**src/rtl/count_pwm.sv**
```systemverilog
// Double-buffered PWM driven by an 8-bit duty command, with programmable tick prescaler.
// Define PWM_COMP_OUT_EN to add the dead-time-protected complementary output pwm_n_out.
module count_pwm #(
  parameter int unsigned PRESCALE = 4,
  parameter int unsigned DEADTIME = 2
) (
  input  logic       clk,
  input  logic       rst,
  input  logic       enable,
  input  logic [7:0] duty_in,
  input  logic       duty_valid,
  output logic       pwm_out,
  output logic       period_start,
  output logic [7:0] duty_active
`ifdef PWM_COMP_OUT_EN
  ,
  output logic       pwm_n_out
`endif
);

  typedef enum logic [0:0] {StIdle, StRun} state_e;

  state_e      state_q, state_d;
  logic [7:0]  pending_q;
  logic [7:0]  phase_q, phase_d;
  logic [15:0] prescaler_q, prescaler_d;
  logic [7:0]  duty_active_d;
  logic        period_start_d;
  logic        pwm_raw_q, pwm_raw_d;
  logic [7:0]  load_val;
  logic        tick;

  always_comb begin
    // A strobe in the same cycle as a load wins over the buffered value.
    load_val       = duty_valid ? duty_in : pending_q;
    tick           = (prescaler_q == 16'(PRESCALE - 1));
    state_d        = state_q;
    phase_d        = phase_q;
    prescaler_d    = prescaler_q;
    duty_active_d  = duty_active;
    period_start_d = 1'b0;

    case (state_q)
      StIdle: begin
        phase_d       = 8'd0;
        prescaler_d   = 16'd0;
        duty_active_d = load_val;
        if (enable) begin
          state_d        = StRun;
          period_start_d = 1'b1;
        end
      end
      StRun: begin
        if (!enable) begin
          state_d     = StIdle;
          phase_d     = 8'd0;
          prescaler_d = 16'd0;
        end else begin
          prescaler_d = tick ? 16'd0 : prescaler_q + 16'd1;
          if (tick) begin
            phase_d = phase_q + 8'd1;
            if (phase_q == 8'hff) begin
              duty_active_d  = load_val;
              period_start_d = 1'b1;
            end
          end
        end
      end
      default: state_d = StIdle;
    endcase

    pwm_raw_d = (state_d == StRun) && (phase_d < duty_active_d);
  end

  always_ff @(posedge clk) begin
    if (rst) begin
      state_q      <= StIdle;
      pending_q    <= 8'd0;
      phase_q      <= 8'd0;
      prescaler_q  <= 16'd0;
      duty_active  <= 8'd0;
      period_start <= 1'b0;
      pwm_raw_q    <= 1'b0;
    end else begin
      state_q      <= state_d;
      if (duty_valid) pending_q <= duty_in;
      phase_q      <= phase_d;
      prescaler_q  <= prescaler_d;
      duty_active  <= duty_active_d;
      period_start <= period_start_d;
      pwm_raw_q    <= pwm_raw_d;
    end
  end

`ifdef PWM_COMP_OUT_EN
  localparam logic [3:0] DeadCnt = 4'(DEADTIME);

  logic       tgt_p_d, tgt_n_d, tgt_n_q;
  logic [3:0] cnt_p_q, cnt_n_q, cnt_p_d, cnt_n_d;

  // Each counter measures how long its target level has been held; an output
  // may rise only once its target has survived DEADTIME clocks.
  assign tgt_n_q = (state_q == StRun) && !pwm_raw_q;

  always_comb begin
    tgt_p_d = pwm_raw_d;
    tgt_n_d = (state_d == StRun) && !pwm_raw_d;
    cnt_p_d = 4'd0;
    cnt_n_d = 4'd0;
    if (tgt_p_d && pwm_raw_q) cnt_p_d = (cnt_p_q == DeadCnt) ? cnt_p_q : cnt_p_q + 4'd1;
    if (tgt_n_d && tgt_n_q)   cnt_n_d = (cnt_n_q == DeadCnt) ? cnt_n_q : cnt_n_q + 4'd1;
  end

  always_ff @(posedge clk) begin
    if (rst) begin
      cnt_p_q   <= 4'd0;
      cnt_n_q   <= 4'd0;
      pwm_out   <= 1'b0;
      pwm_n_out <= 1'b0;
    end else begin
      cnt_p_q   <= cnt_p_d;
      cnt_n_q   <= cnt_n_d;
      pwm_out   <= tgt_p_d && (cnt_p_d == DeadCnt);
      pwm_n_out <= tgt_n_d && (cnt_n_d == DeadCnt);
    end
  end
`else
  logic [3:0] unused_deadtime;
  assign unused_deadtime = 4'(DEADTIME);
  assign pwm_out         = pwm_raw_q;
`endif

endmodule
```
**config.mk**
```make
export PLATFORM = sky130hd
export DESIGN_NAME = count_pwm
export DESIGN_NICKNAME = d
export VERILOG_FILES = /design/src/rtl/count_pwm.sv
export SDC_FILE = /design/constraint.sdc
export NUM_CORES = 1
export LEC_CHECK = 0
export CAP_MARGIN = 20
export CORE_ASPECT_RATIO = 1.4
export CORE_MARGIN = 2
export CORE_UTILIZATION = 50
export DETAILED_ROUTE_END_ITERATION = 7
export HOLD_SLACK_MARGIN = 0.05
export PLACE_DENSITY = 0.72
export SLEW_MARGIN = 20
export SYNTH_ARGS = -nofsm -noshare
export SYNTH_HDL_FRONTEND = slang
export SYNTH_SLANG_ARGS = --single-unit
```
**constraint.sdc**
```tcl
create_clock -name clk -period 4.8 [get_ports clk]
set_input_delay 0.72 -clock clk [delete_from_list [all_inputs] [get_ports clk]]
set_output_delay 0.72 -clock clk [all_outputs]
set_load 0.1 [all_outputs]
```
Yosys cells after proc, flatten, opt, wreduce, memory -nomap -nowiden
Index checks and enable logic that the tools add are counted.
Cells by class
  add/sub/neg operators: 2
  multiply operators: 0
  divide/modulo/power cells: 0
  magnitude comparators: 1
  eq/ne operators: 2
  shift-type cells: 0
  mux-type cells: 16
  bitwise logic cells: 1
  reduce and logical (&&, ||, !) cells: 1
Operators with widths (count)
  8-bit two-way mux: 6
  16-bit two-way mux: 2
  16-bit case mux with 2 select lines: 1
  8-bit case mux with 2 select lines: 2
  16-bit by 1-bit adder with 16-bit output, second input constant: 1
  16-bit by 2-bit equality test with 1-bit output, second input constant: 1
  8-bit by 1-bit adder with 8-bit output, second input constant: 1
  8-bit equality test, second input constant: 1
  8-bit < comparator: 1
  1-bit two-way mux: 4
  1-bit case mux with 2 select lines: 1
  1-bit logical AND: 1
  1-bit NOT: 1
Word-level totals
  register bits: 43
  latch bits: 0
  RAM bits: 0
  bits in read-only memories: 0
  memories kept: 0

Longest topological paths before layout
  word-level depth: 7
  mapped depth: 14

Least setup slack after synthesis
OpenSTA, ideal clock, no wires.
  path kind: reg-to-reg
  start point: register prescaler_q[0]
  end point: register pwm_raw_q (netlist: pwm_out)
  library setup time: 76 ps
  arrival time: 2773 ps
  data required time: 4724 ps
  slack: 1951 ps
  stages on the path, launching flop included: 12
  cells stage by stage: dfxtp_1 ha_1 nor4b_2 nand4_2 o31ai_2 buf_2 o21ai_0 ha_1 or4_1 a311oi_1 o31ai_1 o22ai_1
Between the ends
  cells in the longest elaborated chain, start to end: 6
RTL lines
  start, declared: RTL line 26  | logic [15:0] prescaler_q, prescaler_d;
  start signal, assigned: RTL line 88  | prescaler_q <= prescaler_d;
  16-bit by 2-bit equality test with 1-bit output (*): RTL line 36  | tick = (prescaler_q == 16'(PRESCALE - 1));
  8-bit two-way mux: RTL line 60  | if (tick) begin
  8-bit two-way mux: RTL line 54  | if (!enable) begin
  8-bit case mux with 2 select lines: RTL line 43  | case (state_q)
  8-bit < comparator (*): RTL line 72  | pwm_raw_d = (state_d == StRun) && (phase_d < duty_active_d);
  1-bit logical AND (*): RTL line 72
  end signal, assigned: RTL line 91  | pwm_raw_q <= pwm_raw_d;
  end, declared: RTL line 29  | logic pwm_raw_q, pwm_raw_d;
Every way passes the cells marked *; elsewhere a longest branch is shown, timed or not.
A chain may end at the register's enable or synchronous reset.

Worst setup path after layout
Same ends and word-level chain as after synthesis.

==> flow_summary.yaml <==
status:
  outcome: "finished, final reports clean"
die:
  dieWidth_um: 57.66
  initial_utilization_pct: 51.44
  dieArea_mm2: 0.004562
  io_pins: 22
  die_y_um: 79.13
  core_region_area_mm2: 0.003919
  num_rows: 27
clocking:
  cts-resized-gates: 0
  clock_sinks: 43
  cts_tree: "yes"
  cts_buffer_depth: 2
  clk_latency_ns: 0.30
  cts_max_level: 2
  cts_made_buffers: 5
  cts_root_buf: "clkbuf_8"
  cts_setup_buffers: 0
  path_clk_slew_ns: 0.08
  holdBufCountCts: 0
timing:
  max_freq_mhz: 316.4
  timing.final.crit_share_pct: 65.85
  tightest_slew_ns: 0.9682
  rsz0062_at_grt: "false"
  fin_crit_ns: 3.161
  setup_violations: 0
  setup-tns-final_ns: 0
  fin_skew_ns: 0.007276
  slew_violations: 0
  hold_violations: 0
  slew_headroom_pct: 35.25
logic_synthesis:
  synth_top_area_share_pct: 42.71
  syn_avg_cell_area_um2: 8.726
  synthesis.area_mm2: 0.002016
  synth_area_leaders: "dfxtp_1 43%, nor2_1 7.1%, xor2_1 5.6%, ha_1 5.6%, mux2i_1 4.5%"
  muxShareOfSynthArea_pct: 5.028
  yosys.cell_count.top_type: "dfxtp_1"
  synth_enable_flop_cells: 0
  async_reset_ff_share_pct: 0
  synth_flop_cell: "dfxtp_1"
  syn_nets: 252
  synth_compound_area_share_pct: 7.697
  synth_top_cell_by_area: "dfxtp_1"
  seq_area_frac_synth_pct: 42.71
  ys_ff_latch: 43
  synth_warnings: 0
  synthCells: 231
  synthTopCellsByCount: "43 x dfxtp_1, 38 x nor2_1, 24 x nand2_1"
  synthSimpleGateAreaFrac_pct: 26.07
  synth_top_family_by_area: "simple AND/OR/NAND/NOR gates"
  synth_cell_type_count: 34
  synthAdderAreaFrac_pct: 5.587
  synth_xor_area_share_pct: 9.125
place:
  hpwl_mm: 2.782
  place.gp.congestion: 0.8159
  dpl.cell_count: 287
  port_buffers: 21
detailed_routing:
  routed_wl_mm: 3.796
  via_per_inst: 5.492
  first_iter_violations: 34
  post-route-drc-count: 0
  vias: 1620
  met1_length_mm: 1.544
  dr_wl_met3_um: 142
  detail-route-antenna-nets: 0
  wl_met2_mm: 2.032
  highest_layer: "met4"
  dr.pass1.iters: 4
  post_drt_wl_per_cell_um: 12.87
pwr:
  power_density_mw_per_mm2: 320.6
  vdd_drop_max_mv: 0.2841
  p_leak_uw: 0.0008765
layout:
  antenna-diode-count: 0
  nNetsFinal: 272
  final_cells: 295
  n_fill_cell: 371
  area_growth_pct: 16.76
  drive_gt1_share_pct: 5.952
grt:
  grt_pass1_wl_mm: 6.265
  overflow: 0
  grtUsageTotal_pct: 17.90
  antenna_found_initial: 0
  grt_pass1_vias: 1534
  grt_max_degree: 30
worst_setup_path:
  arrival_ns: 3.39
  cp.required_ns: 5.03
  start_kind: "flip-flop"
  cp_max_fo: 29
  critPathKind: "flip-flop to flip-flop"
  reg2reg_slack_ns: 1.64
  r2r_cells: 11
  worstReg2RegStart: "prescaler_q[0]$_SDFF_PP0_"
  endpoint_kind: "flip-flop"
  r2r-end: "pwm_out$_SDFF_PP0_"
hold_path:
  holdPathStages: 1
  hold_path_end: "prescaler_q[0]$_SDFF_PP0_"
  hp-class: "flip-flop to flip-flop"
  hp-start: "prescaler_q[0]$_SDFF_PP0_"
run:
  cap_viol_max_count: 0
==> how the worst max path moves through the flow <==
stage / cells after the start / end / from
floorplan: 11 / pwm_out$_SDFF_PP0_ / prescaler_q[0]$_SDFF_PP0_
global placement: 10 / pwm_out$_SDFF_PP0_ / enable
detailed placement: 11 / pwm_out$_SDFF_PP0_ / prescaler_q[0]$_SDFF_PP0_
CTS: 11 / pwm_out$_SDFF_PP0_ / prescaler_q[0]$_SDFF_PP0_
global route: 11 / pwm_out$_SDFF_PP0_ / prescaler_q[0]$_SDFF_PP0_
finish: 11 / pwm_out$_SDFF_PP0_ / prescaler_q[0]$_SDFF_PP0_
==> through the flow <==
stage	power, uW	instance area (um2)	util, %	hold WS, ns	worst slack (ns)
floorplan	454.9	2016	-	0.4379	1.951
global placement	480.4	2241	57.18	0.4523	1.665
detailed placement	481.3	2241	57.18	0.4644	1.641
CTS	761.6	2354	60.06	0.4845	1.606
global route	785.9	2354	60.06	0.5116	1.315
finish	754.6	2354	60.06	0.4796	1.639
==> layout make-up <==
type / instances / area [um2] / share of cell area [%]
timing repair buffer: 22 / 217.7 / 9.250
clock inverter: 3 / 43.79 / 1.861
multi-input combinational: 171 / 1079 / 45.83
sequential: 43 / 860.8 / 36.58
tap: 43 / 53.80 / 2.286
clock buffer: 5 / 68.82 / 2.924
inverter: 8 / 30.03 / 1.276
==> sequential cells by signal, indices dropped and copies added (netlist names) <==
name / count
duty_active: 8
pending_q: 8
period_start: 1
phase_q: 8
prescaler_q: 16
pwm_out: 1
state_q: 1
==> worst max-delay path, cell delays in order, from the launching register on <==
cell	delay [ns]
dfxtp_1	0.39
ha_1	0.24
nor4b_2	0.30
nand4_2	0.31
o31ai_2	0.31
buf_4	0.29
o21ai_0	0.12
ha_1	0.21
or4_1	0.51
a311oi_1	0.20
o31ai_1	0.10
o22ai_1	0.10
==> layer usage <==
layer / vias up / global-route usage (%)
li1: 825 / -
met1: 759 / 17.50
met2: 29 / 33.98
met3: 7 / 5.049
met4: 0 / 7.442
met5: - / 0
==> where the power goes <==
group | switching (uW) | total [uW] | leakage (uW) | internal, uW
clock | 128 | 282 | 0.0000581 | 155
sequential | 5.70 | 372 | 0.000350 | 367
combinational | 67.5 | 99.8 | 0.000468 | 32.3
total | 201 | 755 | 0.000876 | 554
==> cell families after synthesis <==
group | count (synthesis)
buffers and inverters | 17
muxes | 10
AOI/OAI and AO/OA | 26
xor gates and xnor gates | 21
and+or+nand+nor | 105
DFF | 43
adders and majority gates | 9
==> placed cells by master, fill, tap and decap left out, types with 2 or more instances in the layout <==
cell / instances
dfxtp_1: 43
nor2_1: 38
nand2_1: 24
clkdlybuf4s50_1: 21
o21ai_0: 15
xor2_1: 13
nand3_1: 10
mux2i_1: 9
ha_1: 9
xnor2_1: 8
inv_1: 8
nand2b_1: 8
and4_1: 5
clkbuf_8: 5
nor3_1: 4
nand4_1: 4
nor4_1: 3
a21oi_1: 3
nor4_2: 2
and3_1: 2
o22ai_1: 2
a211oi_1: 2
Note: power is estimated with default switching activity, not from simulation.
